[src/rtl/mc1_pkg.sv]
// rtl/mc1_pkg.sv - shared types and constants for the MC1 sweep controller
// Purpose: sweep FSM state encoding and the MC1 golden truth table.
// Ports: none (package).
package mc1_pkg;

    typedef enum logic [1:0] {
        ST_IDLE   = 2'd0,
        ST_SETTLE = 2'd1,
        ST_SAMPLE = 2'd2,
        ST_DONE   = 2'd3
    } state_t;

    // F(A,B,C,D) = PI M(0,1,2,8,10,12,14); bit i = F(i), i = {A,B,C,D}
    localparam logic [15:0] MC1_TRUTH = 16'hAAF8;
    localparam int unsigned MC1_NVEC  = 16;

endpackage

[src/rtl/mc1_settle_timer.sv]
// rtl/mc1_settle_timer.sv - loadable down-counter timing each vector's settle window
// Purpose: counts the settle cycles of one vector; o_expire marks the last one.
// Ports:
//   clk      in  1  rising-edge clock
//   rst_n    in  1  asynchronous active-low reset
//   i_load   in  1  reload the counter with LOAD_VAL
//   i_en     in  1  count enable (high while settling)
//   o_expire out 1  high on the final enabled cycle of the window
module mc1_settle_timer #(
    parameter int unsigned LOAD_VAL = 1
) (
    input  logic clk,
    input  logic rst_n,
    input  logic i_load,
    input  logic i_en,
    output logic o_expire
);

    // At least one bit, even when the window is a single cycle (LOAD_VAL = 0).
    localparam int unsigned CW = (LOAD_VAL > 0) ? $clog2(LOAD_VAL + 1) : 1;

    logic [CW-1:0] r_cnt;

    always_ff @(posedge clk or negedge rst_n) begin
        if (!rst_n) begin
            r_cnt <= '0;
        end else if (i_load) begin
            r_cnt <= CW'(LOAD_VAL);
        end else if (i_en && (r_cnt != '0)) begin
            r_cnt <= r_cnt - CW'(1);
        end
    end

    assign o_expire = i_en && (r_cnt == '0);

endmodule

[src/rtl/mc1_sweep_ctrl.sv]
// rtl/mc1_sweep_ctrl.sv - self-check sequencer sweeping all 16 inputs of MC1
// Purpose: drives ABCD = 0..15 into MC1, lets each settle, samples F, compares it
//          against the golden truth table and reports pass/fail and diagnostics.
// Ports:
//   clk            in  1   rising-edge clock
//   rst_n          in  1   asynchronous active-low reset
//   start          in  1   request a sweep (honoured only in IDLE)
//   abort          in  1   cancel the sweep in progress
//   dut_in         out 4   {A,B,C,D} driven to MC1
//   dut_f          in  1   MC1 output F
//   busy           out 1   sweep in progress
//   done           out 1   one-cycle pulse on sweep completion
//   pass           out 1   last completed sweep had no mismatches
//   err_count      out 5   mismatch count, 0..16
//   first_fail_vld out 1   a mismatch has been seen
//   first_fail_idx out 4   lowest mismatching vector
//   result_vec     out 16  sampled F values, bit i = F(i)
module mc1_sweep_ctrl
    import mc1_pkg::*;
#(
    parameter int unsigned SETTLE_CYC = 2,
    parameter logic [15:0] EXP_MASK   = MC1_TRUTH
) (
    input  logic        clk,
    input  logic        rst_n,
    input  logic        start,
    input  logic        abort,
    output logic [3:0]  dut_in,
    input  logic        dut_f,
    output logic        busy,
    output logic        done,
    output logic        pass,
    output logic [4:0]  err_count,
    output logic        first_fail_vld,
    output logic [3:0]  first_fail_idx,
    output logic [15:0] result_vec
);

    localparam logic [3:0] LAST_IDX = 4'(MC1_NVEC - 1);

    state_t      r_state;
    state_t      w_next;
    logic [3:0]  r_idx;
    logic        w_start_ok;
    logic        w_sample_ok;
    logic        w_abort_ok;
    logic        w_timer_load;
    logic        w_expire;

    assign w_start_ok   = (r_state == ST_IDLE) && start && !abort;
    assign w_abort_ok   = abort && ((r_state == ST_SETTLE) || (r_state == ST_SAMPLE));
    // An abort in the sampling cycle wins: that vector is not recorded.
    assign w_sample_ok  = (r_state == ST_SAMPLE) && !abort;
    // Reload on every entry into SETTLE so each vector gets a full window.
    assign w_timer_load = (w_next == ST_SETTLE) && (r_state != ST_SETTLE);

    mc1_settle_timer #(
        .LOAD_VAL (SETTLE_CYC - 1)
    ) u_settle_timer (
        .clk      (clk),
        .rst_n    (rst_n),
        .i_load   (w_timer_load),
        .i_en     (r_state == ST_SETTLE),
        .o_expire (w_expire)
    );

    always_ff @(posedge clk or negedge rst_n) begin
        if (!rst_n) begin
            r_state <= ST_IDLE;
        end else begin
            r_state <= w_next;
        end
    end

    always_comb begin
        w_next = r_state;
        busy   = 1'b0;
        done   = 1'b0;
        dut_in = 4'd0;
        case (r_state)
            ST_IDLE: begin
                if (start && !abort) w_next = ST_SETTLE;
            end
            ST_SETTLE: begin
                busy   = 1'b1;
                dut_in = r_idx;
                if (abort)         w_next = ST_IDLE;
                else if (w_expire) w_next = ST_SAMPLE;
            end
            ST_SAMPLE: begin
                busy   = 1'b1;
                dut_in = r_idx;
                if (abort)                  w_next = ST_IDLE;
                else if (r_idx == LAST_IDX) w_next = ST_DONE;
                else                        w_next = ST_SETTLE;
            end
            ST_DONE: begin
                done   = 1'b1;
                w_next = ST_IDLE;
            end
            default: w_next = ST_IDLE;
        endcase
    end

    // Scoreboard: results persist after DONE/abort and are cleared on the next start.
    always_ff @(posedge clk or negedge rst_n) begin
        if (!rst_n) begin
            r_idx          <= 4'd0;
            err_count      <= 5'd0;
            first_fail_vld <= 1'b0;
            first_fail_idx <= 4'd0;
            result_vec     <= 16'd0;
            pass           <= 1'b0;
        end else begin
            if (w_start_ok) begin
                r_idx          <= 4'd0;
                err_count      <= 5'd0;
                first_fail_vld <= 1'b0;
                first_fail_idx <= 4'd0;
                result_vec     <= 16'd0;
                pass           <= 1'b0;
            end
            if (w_sample_ok) begin
                result_vec[r_idx] <= dut_f;
                if (dut_f != EXP_MASK[r_idx]) begin
                    err_count <= err_count + 5'd1;
                    if (!first_fail_vld) begin
                        first_fail_vld <= 1'b1;
                        first_fail_idx <= r_idx;
                    end
                end
                if (r_idx != LAST_IDX) r_idx <= r_idx + 4'd1;
            end
            // err_count already includes the final sample by the time DONE is reached.
            if (r_state == ST_DONE) pass <= (err_count == 5'd0);
            if (w_abort_ok)         pass <= 1'b0;
        end
    end

endmodule

[config.mk]
export PLATFORM = sky130hd
export DESIGN_NAME = mc1_sweep_ctrl
export DESIGN_NICKNAME = d
export VERILOG_FILES = /design/src/rtl/mc1_pkg.sv /design/src/rtl/mc1_settle_timer.sv /design/src/rtl/mc1_sweep_ctrl.sv
export SDC_FILE = /design/constraint.sdc
export NUM_CORES = 1
export LEC_CHECK = 0
export ABC_AREA = 1
export BUFFER_PORTS_ARGS = -buffer_cell sky130_fd_sc_hd__clkbuf_2
export CORE_AREA = 2 2 65 67
export CTS_CLUSTER_DIAMETER = 120
export CTS_CLUSTER_SIZE = 40
export DETAILED_ROUTE_END_ITERATION = 10
export DIE_AREA = 0 0 67 69
export PLACE_DENSITY = 0.73
export SLEW_MARGIN = 10
export SYNTH_ARGS = -nofsm -noshare
export SYNTH_HDL_FRONTEND = slang
export SYNTH_HIERARCHICAL = 1
export SYNTH_SLANG_ARGS = --single-unit
[constraint.sdc]
create_clock -name clk -period 1.3 [get_ports clk]
set_input_delay 0.26 -clock clk [delete_from_list [all_inputs] [get_ports clk]]
set_output_delay 0.26 -clock clk [all_outputs]
set_load 0.02 [all_outputs]
* Word level (Yosys, flattened, before mapping)
Memory sizes are Yosys's and may differ from the RTL's.
Index checks and enable logic that the tools add are counted.
** Storage, ports and cells
- Bits in registers :: 34
- ROM bits :: 16
- Input port bits :: 5
- Output and inout bits :: 33
- Logic and storage cells :: 73
- Memories kept :: 1
** Cells by class
- Add/subtract/negate cells :: 3
- $lt $le $gt $ge :: 2
- Equal/unequal tests :: 8
- Mux-type cells :: 34
- Bitwise gates (word level) :: 1
- Reduce and logical (&&, ||, !) cells :: 16
** Memories
- (no name shown) :: depth 16, width 1, read ports 1, clocked after Yosys merged registers in 0, wr ports 0, line mc1_sweep_ctrl.sv:125 : if (dut_f != EXP_MASK[r_idx]) begin
** Operator list (count)
- two-way mux 16 bit :: 2
- two-way mux 4 bit :: 8
- bitwise mux 16 bit :: 1
- two-way mux 5 bit :: 3
- two-way mux 1 bit :: 13
- two-way mux 2 bit :: 5
- logical AND 1 bit :: 9
- one-hot mux 2 bit (4 select lines) :: 1
- adder 5 x 1 -> 5 bit (second input constant) :: 1
- logical NOT 5 bit :: 1
- less-than comparator 4 x 5 -> 1 bit (second input constant) :: 1
- adder 4 x 1 -> 4 bit (second input constant) :: 1
- demux 1 bit (select 4 bit) :: 1
- equality test 2 x 1 -> 1 bit (second input constant) :: 2
- equality test 2 bit (second input constant) :: 2
- equality test 4 bit (second input constant) :: 1
- >= comparator 4 x 1 -> 1 bit (second input constant) :: 1
- != test 4 bit (second input constant) :: 1
- nonzero test 3 bit :: 1
- logical NOT 2 bit :: 1
- != test 2 x 1 -> 1 bit (second input constant) :: 1
- nonzero test 2 bit :: 1
- OR reduction 2 bit :: 1
- logical NOT 1 bit :: 1
- 4 further kinds :: 4

* Depth between registers and ports, before layout
Gate-level depths: netlist (run 1).
- Depth after elaboration :: 8
- Mapped depth :: 13
- Depth with buffers taken out :: 13

* Hierarchy
The synthesis (run 1) kept the hierarchy.
** By module, submodules not included
- mc1_sweep_ctrl :: instances 1, cells an instance 217, area each 1780.5 µm², seq. area each 825.8 µm²
- mc1_settle_timer :: instances 1, cells an instance 6, area each 43.8 µm², seq. area each 25.0 µm²

* Least setup slack after synthesis (run 1)
Ideal clock, no wire load.
- Kind :: flip-flop to flip-flop
- From :: register r_idx[0]
- To :: register err_count[2]
- Library setup time :: 119 ps
- Arrival time :: 1369 ps
- Required time :: 1181 ps
- Slack :: -187 ps
- Stages on the path, launching flop included :: 12
- Path buffers :: 1
- Period minus slack after synthesis :: 1487 ps
- Path through :: dfrtp_1 -> ha_1 -> inv_1 -> ha_1 -> inv_1 -> nand2_2 -> nand3_1 -> nand2_2 -> buf_6 -> nand2_4 -> nand3_1 -> nand2_1
** Between the ends
- Word-level cells in the longest chain between the ends :: 5
** Ends and longest elaborated chain
- from (decl) :: line mc1_sweep_ctrl.sv:43 : logic [3:0] r_idx;
- from (signal assigned) :: line mc1_sweep_ctrl.sv:132 : if (r_idx != LAST_IDX) r_idx <= r_idx + 4'd1;
- memory read (16 x 1 bit)
- two-way mux 1 bit (implied by the code) :: line mc1_sweep_ctrl.sv:125
- != test 1 bit :: line mc1_sweep_ctrl.sv:125
- two-way mux 5 bit :: line mc1_sweep_ctrl.sv:125
- two-way mux 5 bit :: line mc1_sweep_ctrl.sv:123 : if (w_sample_ok) begin
- to (signal assigned) :: line mc1_sweep_ctrl.sv:126 : err_count <= err_count + 5'd1;
- to (decl) :: line mc1_sweep_ctrl.sv:33 : output logic [4:0] err_count,
Every way passes these cells. The select of a mux whose other input is x is not followed.
A chain may end at the register's enable or synchronous reset.

* Worst setup path after layout (run 1)
- From :: register r_state[1]
- To :: output port dut_in[3]
** Between the ends
- Word-level cells in the longest chain between the ends :: 3
- Elaborated cells between the ends (all ways) :: 4
** Ends and longest elaborated chain
- from (decl) :: line mc1_sweep_ctrl.sv:41 : state_t r_state;
- from (signal assigned) :: line mc1_sweep_ctrl.sv:71 : r_state <= w_next;
- equality test 2 bit / equality test 2 x 1 -> 1 bit (equally long branches) :: line mc1_sweep_ctrl.sv:80 : case (r_state)
- OR reduction 2 bit (no line) (*)
- two-way mux 4 bit (*) :: line mc1_sweep_ctrl.sv:80
- to (decl) :: line mc1_sweep_ctrl.sv:28 : output logic [3:0] dut_in,
Mark *: on every way between the ends. The rest lies on a longest branch, timed or not.

==> impl_metrics.tcl, run 1 <==
set metrics [dict create \
    syn_to_final_growth_pct 79.0 \
    slowest_delay_ns 0.37 \
    htreeDepth 2 \
    hold_depth 2 \
    dieHeight_um 69 \
    violations "negative setup slack" \
    setup_violations 40 \
    initial_core_util_pct 46.6 \
    hp-start "abort" \
    grt_usage_pct 26.4 \
    syn_nets 239 \
    cp_max_fo 6 \
    fin_util_pct 83.4 \
    arrival_ns 1.38 \
    cts_tree "yes" \
    finalHoldViolations 0 \
    clockRootBuffer "clkbuf_8" \
    hold_class "primary input to register" \
    rr_endpoint "first_fail_idx[0]$_DFF_PN0_" \
    crit_type "register to output port" \
    top_layer_used "met4" \
    postRouteAntennaNets 0 \
    fp.coreArea_sq_mm 0.00391 \
    period_share_pct 126 \
    drive_gt1_share_pct 64.6 \
    final_cell_mix "34 x dfrtp_1, 31 x clkbuf_2, 26 x nand2_2, 26 x nand3_2, 25 x buf_4" \
    max_cap_viol_count 0 \
    status "finished, violations left" \
    synth_cells 223 \
    place_ws_ns -0.210 \
    netlist_area_sq_mm 0.00182 \
    gr-total-overflow 0 \
    routabilityCongestion 0.789 \
    cp.required_ns 1.04 \
    nets 329 \
    worst-slew-pin-transition_ns 0.561 \
    final.setup_skew_ns 0.00688 \
    maxSlewViolCount 0 \
    vias 1933 \
    worstRegToRegCells 9 \
    worstSetupEndpointType "output port" \
    numPortBuffers 37 \
    die_w_um 67 \
    p_per_area_mw_per_mm2 2050 \
    p_leak_nw 1.61 \
    fin_tns_setup_ns -8.95 \
    cts_made_buffers 5 \
    crit_start "r_state[1]$_DFF_PN0_" \
    antenna_found_initial 0 \
    met2_length_mm 3.53 \
    cts.path.max_buffers 2 \
    yosys_warnings 6 \
    io_pins 38 \
    total_power_mw 6.69 \
    grt_max_degree 24 \
    cp-start-kind "register" \
    fin_ws_ns -0.342 \
    dieArea_sq_mm 0.00462 \
    rr_startpoint "r_state[1]$_DFF_PN0_" \
    drt-initial-drc-count 138 \
    wire_per_inst_um 17.5 \
    placementRows 23 \
    fmax_mhz 609 \
    rsz0062_at_grt "yes" \
    insertion_delay_ns 0.29 \
    viasPerCell 5.31 \
    dpl_cell_area_sq_mm 0.00232 \
    yosysSeqAreaShare_pct 46.6 \
    cts.reportedPaths.clkPinSlew_ns 0.07 \
    crit_chain "inv_2 > buf_6 > ha_4 > nand2_2 > inv_2 > clkbuf_8" \
    max-slew-margin-rel_pct 62.4 \
    wl_mm 6.36 \
    final_area_sq_mm 0.00327 \
    min_period_ns 1.64 \
    drc 0 \
    cts_sinks 34 \
    mostFrequentLayoutCell "dfrtp_1" \
    dr.pass1.iters 4 \
    cpMostUsedCell "inv_2" \
    n_antenna_cell 0 \
    met1_length_mm 2.32 \
    synth-seq-cells 34 \
    worstHoldEndpoint "pass$_DFFE_PN0P_" \
    ir_drop_uv 1960 \
    cpMaxStageDelayCell "dfrtp_1" \
    synth_cell_types 25 \
    grt_first_pass_wirelength_mm 9.21 \
    dr_wl_met3_um 291 \
    r2r_slack_ns -0.33 \
    first_global_vias 1926 \
    syn_avg_cell_area_sq_um 8.18 \
    dp_hpwl_mm 3.26 \
]
[routing by layer]
layer / global-route usage (%) / up-vias
li1: - / 894
met2: 47.2 / 69
met1: 29.8 / 949
met3: 6.53 / 21
met5: 0 / -
met4: 8.39 / 0
[what timing repair did]
item	in CTS	in global routing
cloned	1	1
pin swaps	30	29
setup endpoints to repair	40	40
hold buffers	1	0
setup buffers	9	11
hold endpoints to repair	11	0
gates resized for setup	125	54
[cell usage after synthesis]
library cell | count | area (sq um)
nand3b_1 | 1 | 7.51
nand2_1 | 49 | 184
xor2_1 | 3 | 26.3
buf_2 | 2 | 10.0
dfrtp_1 | 34 | 851
ha_1 | 11 | 138
buf_6 | 2 | 22.5
nand2_2 | 3 | 18.8
nor2_1 | 16 | 60.1
nand4_1 | 5 | 31.3
nor2_2 | 1 | 6.26
xnor2_1 | 1 | 8.76
o21ai_0 | 21 | 105
inv_1 | 31 | 116
nand3_1 | 31 | 155
o22ai_1 | 1 | 6.26
o21bai_1 | 1 | 7.51
nand2_4 | 1 | 11.3
clkbuf_8 | 1 | 13.8
inv_4 | 1 | 6.26
clkbuf_1 | 1 | 3.75
a21oi_1 | 2 | 10.0
nand3_2 | 1 | 10.0
a22oi_1 | 1 | 7.51
inv_2 | 2 | 7.51
[flip-flops by register name, summed over array words and instances (netlist names)]
register,flops
r_state,2
result_vec,16
u_settle_timer/r_cnt,1
r_idx,4
err_count,5
pass,1
first_fail_idx,4
first_fail_vld,1
[worst max-delay path: cells and delay by family, from the launching register on]
kind                     cells  cell delay (ns)
flip-flops                   1             0.37
buffers and inverters        4             0.34
adder cells (fa/ha/maj)      1             0.31
AND/OR/NAND/NOR              1             0.08
[kinds of logic (layout without fill, tap and decap cells)]
kind of cell / count (synthesis) / count (layout) / share of synthesized area (%)
simple gates: 108 / 108 / 26.5
buf+inv: 40 / 131 / 9.88
flops: 34 / 34 / 46.6
compound gates: 26 / 26 / 7.48
fa+ha+maj: 11 / 11 / 7.54
xor+xnor: 4 / 4 / 1.92
[how the worst max path moves through the flow]
stage / to / slack (ns) / cells after the start
after floorplan: err_count[2]$_DFF_PN0_ / -0.17 / 12
after global placement: first_fail_idx[2]$_DFF_PN0_ / -0.16 / 10
after detailed placement: first_fail_idx[0]$_DFF_PN0_ / -0.21 / 11
after CTS: dut_in[3] / -0.31 / 6
after global routing: u_settle_timer/r_cnt$_DFFE_PN0P_ / -0.40 / 13
final: dut_in[3] / -0.34 / 6
[final cells by class]
class                      instances  area, sq um
clock buffer                       6         82.6
clock inverter                     2         60.1
fill                             218          648
inverter                          34          150
multi-input combinational        149         1270
sequential                        34          851
tap                               50         62.6
timing repair buffer              89          793
[report_power, final]
group,switching (mW),internal (mW)
combinational,2.17,1.77
sequential,0.231,1.30
clock,0.402,0.818
total,2.80,3.89
[per-stage QoR]
stage	std cells	hold WS (ns)
after floorplan	223	-0.0356
after global placement	334	0.182
after detailed placement	334	0.190
after CTS	353	0.191
after global routing	364	0.223
final	364	0.225
Power figures use the tool's default switching activity.
==> run 2, diff against run 1 <==
- CORE_AREA: 2 2 65 67 -> 2 2 81 83
- DIE_AREA: 0 0 67 69 -> 0 0 83 85
- PLACE_DENSITY: 0.73 -> not set
==> impl_metrics.tcl, run 2 (same netlist as run 1, synthesis figures left out) <==
set metrics [dict create \
    status "finished, violations left" \
    hp-start "abort" \
    numPortBuffers 37 \
    cp_max_fo 6 \
    setup_violations 38 \
    first_global_vias 1668 \
    grt_first_pass_wirelength_mm 8.10 \
    p_per_area_mw_per_mm2 1930 \
    die_w_um 83 \
    antenna_found_initial 0 \
    rsz0062_at_grt "yes" \
    postRouteAntennaNets 0 \
    insertion_delay_ns 0.29 \
    top_regs "result_vec x16, err_count x5" \
    regMostFlops "result_vec" \
    wire_per_inst_um 13.7 \
    drc 0 \
    nets 318 \
    fin_util_pct 49.6 \
    dp_hpwl_mm 3.31 \
    crit_start "r_state[0]$_DFF_PN0_" \
    maxSlewViolCount 0 \
    cts.reportedPaths.clkPinSlew_ns 0.07 \
    dr.pass1.iters 4 \
    period_share_pct 120 \
    fin_tns_setup_ns -6.14 \
    dieArea_sq_mm 0.00706 \
    io_pins 38 \
    ir_drop_uv 1080 \
    fin_ws_ns -0.263 \
    viasPerCell 4.70 \
    mostFrequentLayoutCell "dfrtp_1" \
    cts_tree "yes" \
    min_period_ns 1.56 \
    fp.coreArea_sq_mm 0.00620 \
    fmax_mhz 640 \
    gr-total-overflow 0 \
    htreeDepth 2 \
    total_power_mw 5.95 \
    cp.required_ns 1.04 \
    grt_max_degree 35 \
    clockRootBuffer "clkbuf_8" \
    initial_core_util_pct 29.4 \
    routabilityCongestion 0.831 \
    max_cap_viol_count 0 \
    cts_made_buffers 5 \
    dpl.cell_count 359 \
    n_antenna_cell 0 \
    drt-initial-drc-count 44 \
    dieHeight_um 85 \
    crit_type "register to output port" \
    wl_mm 5.22 \
    syn_to_final_growth_pct 68.7 \
    hold_slack_ns 0.188 \
    vias 1787 \
    rr_startpoint "r_state[0]$_DFF_PN0_" \
    drive_gt1_share_pct 61.7 \
    fin_cells 380 \
    cp-start-kind "register" \
    arrival_ns 1.30 \
    max-slew-margin-rel_pct 73.1 \
    grt_usage_pct 14.4 \
    violations "negative setup slack" \
    worstSetupEndpointType "output port" \
    finalHoldViolations 0 \
    final.setup_skew_ns 0.00556 \
    final_cell_mix "33 x dfrtp_1, 31 x clkbuf_2, 27 x nand3_2" \
    placementRows 29 \
    hold_class "primary input to register" \
    worst-slew-pin-transition_ns 0.403 \
    cts_sinks 34 \
    cts.path.max_buffers 2 \
    largest_reg_flops 16 \
    p_leak_nw 1.57 \
]
==> run 2: power by group <==
part	switching [mW]	leakage, nW	internal (mW)	total (mW)
combinational	1.94	1.05	1.54	3.49
clock	0.398	0.0575	0.535	0.933
sequential	0.227	0.462	1.30	1.53
==> run 2: final cells by class <==
class / count / area [sq um]
Tap cell: 77 / 96.3
Timing Repair Buffer: 78 / 624
Clock buffer: 8 / 110
Fill cell: 572 / 3130
Multi-Input combinational cell: 149 / 1250
Inverter: 34 / 140
Sequential cell: 34 / 852
==> run 2: critical path, stage by stage, from the launching register on <==
cell and delay [ns]:
dfrtp_1 0.40, inv_2 0.07, ha_4 0.32, nand2_2 0.07, inv_2 0.06, buf_8 0.10
==> run 2: what timing repair did <==
| action | 4_1_cts | 5_1_grt |
|---|---|---|
| hold buffers | 1 | 0 |
| gates resized for setup | 66 | 96 |
| gates cloned | 0 | 0 |
| setup buffers | 8 | 4 |
| endpoints found under the hold margin | 34 | 0 |
| setup endpoints to repair | 39 | 40 |
| pin swaps | 22 | 32 |
==> run 2: final timing paths <==
path,endpoint,slack (ns),cells after the start
max,dut_in[0],-0.26,5
min,pass$_DFFE_PN0P_,0.19,2
max reg2reg,u_settle_timer/r_cnt$_DFFE_PN0P_,-0.22,12
min reg2reg,u_settle_timer/r_cnt$_DFFE_PN0P_,0.50,2
max in group asynchronous,r_idx[3]$_DFF_PN0_,0.64,3
min in group asynchronous,result_vec[13]$_DFF_PN0_,0.47,3
==> run 2: layer usage <==
layer  up-vias  part of all wire (%)  track usage (%)  routed length (um)
met5         -                     0                0                   0
met4         0                   1.3             4.92                  68
met3         9                   4.2             3.21                 222
met2        45                    51             23.3                2660
met1       860                    44             19.0                2280
li1        873                     -                -                   -
==> run 2: through the flow <==
step / setup WS [ns] / cell area (sq um)
2_1_floorplan: -0.172 / 1880
3_3_place_gp: -0.165 / 2330
3_5_place_dp: -0.196 / 2330
4_1_cts: -0.284 / 2740
5_1_grt: -0.321 / 3080
6_report: -0.263 / 3080
